==> src/rtl/apb_i2c_pkg.sv <==
// Shared register map, bit positions and FSM encoding for the APB-to-I2C front-end.
package apb_i2c_pkg;

  localparam logic [2:0] OFF_CTRL   = 3'd0;
  localparam logic [2:0] OFF_SADDR  = 3'd1;
  localparam logic [2:0] OFF_TXDATA = 3'd2;
  localparam logic [2:0] OFF_RXDATA = 3'd3;
  localparam logic [2:0] OFF_STATUS = 3'd4;

  localparam int CTRL_START  = 0;
  localparam int CTRL_RW     = 1;
  localparam int CTRL_BYTCNT = 2;
  localparam int CTRL_IE     = 4;

  localparam int STATUS_BUSY = 0;
  localparam int STATUS_DONE = 1;
  localparam int STATUS_ERR  = 2;

  typedef enum logic [2:0] {
    S_IDLE  = 3'd0,
    S_REQ   = 3'd1,
    S_WAIT  = 3'd2,
    S_RDSEL = 3'd3,
    S_RDCAP = 3'd4
  } fsm_state_t;

endpackage

==> src/rtl/apb_i2c_regs.sv <==
// APB decode, software register file and error response for the I2C bridge.
module apb_i2c_regs
  import apb_i2c_pkg::*;
(
  input  logic        clk,
  input  logic        rst,
  input  logic        psel,
  input  logic        penable,
  input  logic        pwrite,
  input  logic [4:0]  paddr,
  input  logic [31:0] pwdata,
  output logic [31:0] prdata,
  output logic        pslverr,
  input  logic        busy,
  input  logic        done_set,
  input  logic        err_set,
  input  logic        rx_we,
  input  logic [1:0]  rx_lane,
  input  logic [7:0]  rx_byte,
  output logic        start,
  output logic        ctrl_rw,
  output logic [1:0]  ctrl_bytcnt,
  output logic        ctrl_ie,
  output logic [6:0]  saddr,
  output logic [31:0] txdata,
  output logic        done
);

  logic [2:0]  off_s;
  logic        access_s;
  logic        err_s;
  logic        wr_ok_s;
  logic        w1c_s;
  logic [31:0] rd_s;
  logic        ctrl_rw_r;
  logic [1:0]  ctrl_bytcnt_r;
  logic        ctrl_ie_r;
  logic [6:0]  saddr_r;
  logic [31:0] tx_r;
  logic [31:0] rx_r;
  logic        done_r;
  logic        err_r;
  logic        unused_s;

  assign unused_s = &{1'b0, paddr[1:0]};
  assign off_s    = paddr[4:2];
  assign access_s = psel & penable;
  // Config registers are frozen while a transfer runs so the master sees stable inputs.
  assign err_s    = access_s & ((off_s > OFF_STATUS) |
                    (pwrite & ((off_s == OFF_RXDATA) |
                    (busy & ((off_s == OFF_CTRL) | (off_s == OFF_SADDR) | (off_s == OFF_TXDATA))))));
  assign wr_ok_s  = access_s & pwrite & ~err_s;
  assign w1c_s    = wr_ok_s & (off_s == OFF_STATUS);
  assign start    = wr_ok_s & (off_s == OFF_CTRL) & pwdata[CTRL_START];
  assign pslverr  = err_s;

  // Register file updates from APB writes and FSM status/readback events.
  always_ff @(posedge clk) begin
    if (rst) begin
      ctrl_rw_r     <= 1'b0;
      ctrl_bytcnt_r <= 2'd0;
      ctrl_ie_r     <= 1'b0;
      saddr_r       <= 7'd0;
      tx_r          <= 32'd0;
      rx_r          <= 32'd0;
      done_r        <= 1'b0;
      err_r         <= 1'b0;
    end else begin
      if (wr_ok_s && off_s == OFF_CTRL) begin
        ctrl_rw_r     <= pwdata[CTRL_RW];
        ctrl_bytcnt_r <= pwdata[CTRL_BYTCNT +: 2];
        ctrl_ie_r     <= pwdata[CTRL_IE];
      end
      if (wr_ok_s && off_s == OFF_SADDR) saddr_r <= pwdata[6:0];
      if (wr_ok_s && off_s == OFF_TXDATA) tx_r <= pwdata;
      done_r <= start ? 1'b0 : ((done_r & ~(w1c_s & pwdata[STATUS_DONE])) | done_set);
      err_r  <= start ? 1'b0 : ((err_r & ~(w1c_s & pwdata[STATUS_ERR])) | err_set);
      if (start && pwdata[CTRL_RW]) begin
        rx_r <= 32'd0;
      end else if (rx_we) begin
        case (rx_lane)
          2'd0:    rx_r[31:24] <= rx_byte;
          2'd1:    rx_r[23:16] <= rx_byte;
          2'd2:    rx_r[15:8]  <= rx_byte;
          default: rx_r[7:0]   <= rx_byte;
        endcase
      end
    end
  end

  // Read mux for the selected offset.
  always_comb begin
    rd_s = 32'd0;
    case (off_s)
      OFF_CTRL: begin
        rd_s[CTRL_RW]           = ctrl_rw_r;
        rd_s[CTRL_BYTCNT +: 2]  = ctrl_bytcnt_r;
        rd_s[CTRL_IE]           = ctrl_ie_r;
      end
      OFF_SADDR:  rd_s = {25'd0, saddr_r};
      OFF_TXDATA: rd_s = tx_r;
      OFF_RXDATA: rd_s = rx_r;
      OFF_STATUS: begin
        rd_s[STATUS_BUSY] = busy;
        rd_s[STATUS_DONE] = done_r;
        rd_s[STATUS_ERR]  = err_r;
      end
      default: rd_s = 32'd0;
    endcase
  end

  assign prdata      = (psel & ~pwrite) ? rd_s : 32'd0;
  assign ctrl_rw     = ctrl_rw_r;
  assign ctrl_bytcnt = ctrl_bytcnt_r;
  assign ctrl_ie     = ctrl_ie_r;
  assign saddr       = saddr_r;
  assign txdata      = tx_r;
  assign done        = done_r;

endmodule

==> src/rtl/apb_i2c_ctrl.sv <==
// APB3 front-end of the APB-to-I2C bridge: register file plus the transfer sequencer
// that starts the I2C master and gathers read bytes into RXDATA.
module apb_i2c_ctrl
  import apb_i2c_pkg::*;
#(
  parameter int REQ_TIMEOUT = 15
) (
  input  logic        clk,
  input  logic        rst,
  input  logic        psel,
  input  logic        penable,
  input  logic        pwrite,
  input  logic [4:0]  paddr,
  input  logic [31:0] pwdata,
  output logic [31:0] prdata,
  output logic        pready,
  output logic        pslverr,
  output logic        irq,
  output logic        mst_enable,
  output logic        mst_rw,
  output logic [6:0]  mst_addr,
  output logic [31:0] mst_din,
  output logic [1:0]  mst_bytcount,
  output logic [1:0]  mst_i,
  input  logic        mst_ready,
  input  logic [7:0]  mst_data
);

  localparam int CNT_W = $clog2(REQ_TIMEOUT + 1);

  fsm_state_t       state_r;
  logic [CNT_W-1:0] cnt_r;
  logic [1:0]       idx_r;
  logic             en_r;
  logic             start_s;
  logic             busy_s;
  logic             done_s;
  logic             ie_s;
  logic             timeout_s;
  logic             wr_done_s;
  logic             rd_last_s;
  logic             done_set_s;
  logic             rx_we_s;

  assign busy_s     = (state_r != S_IDLE);
  assign timeout_s  = (state_r == S_REQ) & mst_ready & (cnt_r == CNT_W'(REQ_TIMEOUT - 1));
  assign wr_done_s  = (state_r == S_WAIT) & mst_ready & ~mst_rw;
  assign rd_last_s  = (state_r == S_RDCAP) & (idx_r == mst_bytcount);
  assign done_set_s = timeout_s | wr_done_s | rd_last_s;
  assign rx_we_s    = (state_r == S_RDCAP);

  apb_i2c_regs u_regs (
    .clk         (clk),
    .rst         (rst),
    .psel        (psel),
    .penable     (penable),
    .pwrite      (pwrite),
    .paddr       (paddr),
    .pwdata      (pwdata),
    .prdata      (prdata),
    .pslverr     (pslverr),
    .busy        (busy_s),
    .done_set    (done_set_s),
    .err_set     (timeout_s),
    .rx_we       (rx_we_s),
    .rx_lane     (idx_r),
    .rx_byte     (mst_data),
    .start       (start_s),
    .ctrl_rw     (mst_rw),
    .ctrl_bytcnt (mst_bytcount),
    .ctrl_ie     (ie_s),
    .saddr       (mst_addr),
    .txdata      (mst_din),
    .done        (done_s)
  );

  // Transfer sequencer; mst_enable is dropped on leaving S_REQ so it is never seen in S_WAIT.
  always_ff @(posedge clk) begin
    if (rst) begin
      state_r <= S_IDLE;
      cnt_r   <= '0;
      idx_r   <= 2'd0;
      en_r    <= 1'b0;
    end else begin
      case (state_r)
        S_IDLE: begin
          if (start_s) begin
            state_r <= S_REQ;
            cnt_r   <= '0;
            en_r    <= 1'b1;
          end
        end
        S_REQ: begin
          if (!mst_ready) begin
            state_r <= S_WAIT;
            en_r    <= 1'b0;
          end else if (timeout_s) begin
            state_r <= S_IDLE;
            en_r    <= 1'b0;
          end else begin
            cnt_r <= cnt_r + CNT_W'(1);
          end
        end
        S_WAIT: begin
          if (mst_ready) begin
            idx_r   <= 2'd0;
            state_r <= mst_rw ? S_RDSEL : S_IDLE;
          end
        end
        S_RDSEL: state_r <= S_RDCAP;
        S_RDCAP: begin
          if (rd_last_s) begin
            idx_r   <= 2'd0;
            state_r <= S_IDLE;
          end else begin
            idx_r   <= idx_r + 2'd1;
            state_r <= S_RDSEL;
          end
        end
        default: begin
          state_r <= S_IDLE;
          en_r    <= 1'b0;
        end
      endcase
    end
  end

  assign mst_enable = en_r;
  assign mst_i      = idx_r;
  assign pready     = 1'b1;
  assign irq        = done_s & ie_s;

endmodule

==> config.mk <==
export PLATFORM = sky130hd
export DESIGN_NAME = apb_i2c_ctrl
export DESIGN_NICKNAME = d
export VERILOG_FILES = /design/src/rtl/apb_i2c_pkg.sv /design/src/rtl/apb_i2c_regs.sv /design/src/rtl/apb_i2c_ctrl.sv
export SDC_FILE = /design/constraint.sdc
export NUM_CORES = 1
export LEC_CHECK = 0
export BUFFER_PORTS_ARGS = -buffer_cell sky130_fd_sc_hd__buf_2
export CORE_ASPECT_RATIO = 0.6
export CORE_MARGIN = 4
export CORE_UTILIZATION = 41
export CTS_CLUSTER_DIAMETER = 100
export CTS_CLUSTER_SIZE = 20
export DETAILED_ROUTE_END_ITERATION = 12
export PLACE_DENSITY = 0.67
export SLEW_MARGIN = 20
export SYNTH_ARGS = -nofsm -noshare
export SYNTH_HDL_FRONTEND = slang
export SYNTH_HIERARCHICAL = 1
export SYNTH_SLANG_ARGS = --single-unit
==> constraint.sdc <==
create_clock -name clk -period 3.2 [get_ports clk]
set_clock_uncertainty 0.15 [all_clocks]
set_input_delay 0.16 -clock clk [delete_from_list [all_inputs] [get_ports clk]]
set_output_delay 0.16 -clock clk [all_outputs]
set_load 0.05 [all_outputs]
==> flow_metrics.env <==
export IMPL_drive_above_1_share_pct=26.4
export IMPL_cellPowerDensity_nw_per_um2=422
export IMPL_hold_start="mst_data[6]"
export IMPL_gp_congestion=0.839
export IMPL_rr_worst_depth=6
export IMPL_ys_types=59
export IMPL_grt_pass1_vias=4137
export IMPL_start_util_pct=43.1
export IMPL_num_vias=4456
export IMPL_avgSynthCellArea_um2=8.43
export IMPL_antenna_found_initial=0
export IMPL_dp_hpwl_mm=9.53
export IMPL_tns_ns=0
export IMPL_synth_area_leaders="dfxtp_1, mux2i_1, a21oi_1"
export IMPL_synth_simple_area_share_pct=22.0
export IMPL_status="finished, final reports clean"
export IMPL_holdPathStages=3
export IMPL_ant_nets=0
export IMPL_required_ns=3.27
export IMPL_rsz0062_at_grt="no"
export IMPL_cts_root_buf="clkbuf_16"
export IMPL_end_kind="flop"
export IMPL_r2r_end="u_regs/rx_r[10]"
export IMPL_fillers=928
export IMPL_arrival_ns=2.75
export IMPL_relSlewSlack_pct=52.9
export IMPL_clkSinkCount=87
export IMPL_dieArea_um2=12400
export IMPL_finalHoldViolCount=0
export IMPL_synth_top_family_by_area="simple AND/OR/NAND/NOR gates"
export IMPL_pwr_share_comb_pct=8.9
export IMPL_numCtsBuffers=9
export IMPL_yosys_area_top_type="dfxtp_1"
export IMPL_async_flop_share_pct=0
export IMPL_num_antenna_cells=0
export IMPL_drc=0
export IMPL_grt_max_degree=45
export IMPL_dieHeight_um=87.9
export IMPL_synth_edf_count=0
export IMPL_ff2ff_setup_slack_ns=0.52
export IMPL_pwr_share_clk_pct=45.2
export IMPL_tightestPinTransition_ns=0.707
export IMPL_synthMuxAreaShare_pct=9.14
export IMPL_post_route_period_util_pct=83.8
export IMPL_place_area_um2=4980
export IMPL_critPathKind="flop to flop"
export IMPL_synth_top_cell_area_share_pct=39.9
export IMPL_synthFlopType="dfxtp_1"
export IMPL_coreArea_um2=10100
export IMPL_synth_fa_ha_area_share_pct=0.573
export IMPL_synth_compound_area_share_pct=21.5
export IMPL_syn_nets=571
export IMPL_synthXorXnorAreaFrac_pct=0.401
export IMPL_grtUsageTotal_pct=22.3
export IMPL_io_pins=131
export IMPL_cts_buffer_depth=2
export IMPL_pwr_share_seq_pct=45.9
export IMPL_r2r_start="state_r[1]"
export IMPL_nets=708
export IMPL_p_sw_share_pct=25.2
export IMPL_clk_pin_slew_ns=0.07
export IMPL_htreeDepth=3
export IMPL_intPower_uw=1780
export IMPL_worst_slack_ns=0.519
export IMPL_wl_per_cell_um=17.4
export IMPL_die_width_um=141
export IMPL_row_count=28
export IMPL_fin_crit_ns=2.68
export IMPL_finalSetupViolCount=0
export IMPL_syn2layout_area_growth_pct=29.0
export IMPL_fmax_mhz=373
export IMPL_synth_area_um2=4370
export IMPL_vdd_drop_max_v=0.000312
export IMPL_final_area_um2=5630
export IMPL_p_switching_uw=598
export IMPL_cts_tree="yes"
export IMPL_hold_end="u_regs/rx_r[22]"
export IMPL_overflow=0
export IMPL_clk_latency_ns=0.35
export IMPL_first_pass_iters=5
export IMPL_dpl_worst_slack_ns=0.568
export IMPL_hold_class="primary input to flop"
export IMPL_vias_per_cell=5.61
export IMPL_critical_path_max_fanout=44
export IMPL_io_buffers=127
export IMPL_drtIter0Drc=399
export IMPL_p_leak_uw=0.00238
export IMPL_slew_violations=0
export IMPL_synth_seq_cells=87
export IMPL_maxCapViolCount=0
export IMPL_grt_pass1_wl_mm=22.0
export IMPL_critPathLaunchType="flop"
export IMPL_synth_cells=518
export IMPL_yosysSeqAreaShare_pct=39.9
export IMPL_wirelength_mm=13.9
export IMPL_synth_warnings=6
[synth_stat cells (3+ instances only)]
library cell and n:
nand3b_1 7, buf_2 18, or3_1 3, mux2_2 7, clkbuf_1 12, buf_4 3, nor2b_1 9, inv_1 5
dfxtp_1 87, nor4b_1 3, o21ai_1 6, nand2_1 12, and3_1 3, o21ai_0 43, buf_6 8, buf_1 4
mux2i_1 32, a21o_1 3, nand3_1 47, a21oi_1 54, nor2_1 66, nand2b_1 4, a22oi_1 34
[registers in the layout, summed over array words and instances, names as in the netlist]
name                cells
state_r                 3
u_regs/ctrl_rw          1
u_regs/ctrl_ie          1
u_regs/txdata          32
u_regs/ctrl_bytcnt      2
cnt_r                   4
u_regs/saddr            7
u_regs/err_r            1
mst_i                   2
u_regs/rx_r            32
mst_enable              1
u_regs/done             1
[critical path, stage by stage (launching register included)]
cell and delay (ns):
dfxtp_1 0.44, or3_1 0.55, and4b_1 0.31, buf_4 0.43, a41o_1 0.25, buf_4 0.32, nor2_1 0.10
[final cells by class]
| class | instances | area, um2 | share of cell area (%) |
|---|---|---|---|
| clock buffers | 9 | 225 | 4.00 |
| clock inverters | 7 | 80.1 | 1.42 |
| inverters | 5 | 18.8 | 0.333 |
| multi-input cells | 381 | 2340 | 41.6 |
| flip-flops and latches | 87 | 1740 | 30.9 |
| well taps | 135 | 169 | 3.00 |
| repair buffers | 171 | 1050 | 18.7 |
[power by group through the flow]
| stage | sequential, uW | clock (uW) | combinational (uW) |
|---|---|---|---|
| 5_1_grt | 1090 | 1160 | 227 |
| 4_1_cts | 1090 | 1100 | 210 |
| 3_5_place_dp | 1120 | 0 | 177 |
| 3_3_place_gp | 1120 | 0 | 173 |
| 2_1_floorplan | 1130 | 0 | 99.0 |
| 6_report | 1090 | 1080 | 211 |
[cell families (layout without fill, tap and decap cells)]
family | after synthesis | after routing
flops | 87 | 87
compound gates | 156 | 156
simple gates | 181 | 181
xor+xnor | 2 | 2
mux | 39 | 39
other cells | 1 | 1
buf+inv | 50 | 192
fa+ha+maj | 2 | 2
[cells in the final DEF (no fill, tap or decap), types with 2 or more instances in the layout]
cell type | synthesis | layout
a21o_1 | 3 | 3
a21oi_1 | 54 | 54
a21oi_2 | 2 | 2
a22oi_1 | 34 | 34
a41o_1 | 2 | 2
and2_1 | 2 | 2
and3_1 | 3 | 3
buf_2 | 18 | 127
buf_4 | 3 | 9
clkbuf_16 | 0 | 9
clkinvlp_4 | 0 | 2
dfxtp_1 | 87 | 87
dlygate4sd3_1 | 0 | 35
ha_1 | 2 | 2
inv_1 | 5 | 5
inv_6 | 0 | 3
mux2_2 | 7 | 7
mux2i_1 | 32 | 32
nand2_1 | 12 | 12
nand2b_1 | 4 | 4
nand3_1 | 47 | 47
nand3b_1 | 7 | 7
nor2_1 | 66 | 66
nor2_2 | 2 | 2
nor2b_1 | 9 | 9
nor3_1 | 2 | 2
nor3b_1 | 2 | 2
nor3b_2 | 2 | 2
nor4_1 | 2 | 2
nor4b_1 | 3 | 3
o21ai_0 | 43 | 43
o21ai_1 | 6 | 6
o32ai_1 | 2 | 2
or3_1 | 3 | 3
or3b_2 | 1 | 2
xor2_1 | 2 | 2
[routing by layer]
metal / routed length (um) / vias up / track usage [%] / part of all wire [%]
met5: 0 / - / 0 / 0
li1: - / 2137 / - / -
met4: 141 / 0 / 5.72 / 1.0
met3: 1270 / 10 / 6.38 / 9.1
met1: 6390 / 2104 / 31.7 / 46
met2: 6070 / 205 / 33.3 / 44
[through the flow]
stage	hold slack, ns	total power [uW]	utilization, %	std cells
final	0.0147	2380	55.6	795
after global routing	0.0153	2480	55.6	795
after CTS	0.00557	2400	55.6	795
after detailed placement	0.269	1290	49.1	744
after global placement	0.264	1290	49.1	744
after floorplan	0.104	1230	-	518
[worst max-delay path by stage]
stage,startpoint,endpoint,depth (start not counted)
CTS,state_r[1],u_regs/rx_r[10],6
global route,state_r[1],u_regs/rx_r[21],6
floorplan,state_r[1],cnt_r[2],8
detailed placement,state_r[1],u_regs/rx_r[25],6
finish,state_r[1],u_regs/rx_r[10],6
global placement,state_r[1],cnt_r[2],7
[what timing repair did]
action | in CTS | in global routing
hold buffers | 35 | 0
hold endpoints to repair | 50 | 0
setup buffers | 0 | 0
gates resized for setup | 0 | 0
No activity file was read; power rests on OpenSTA's default activity.
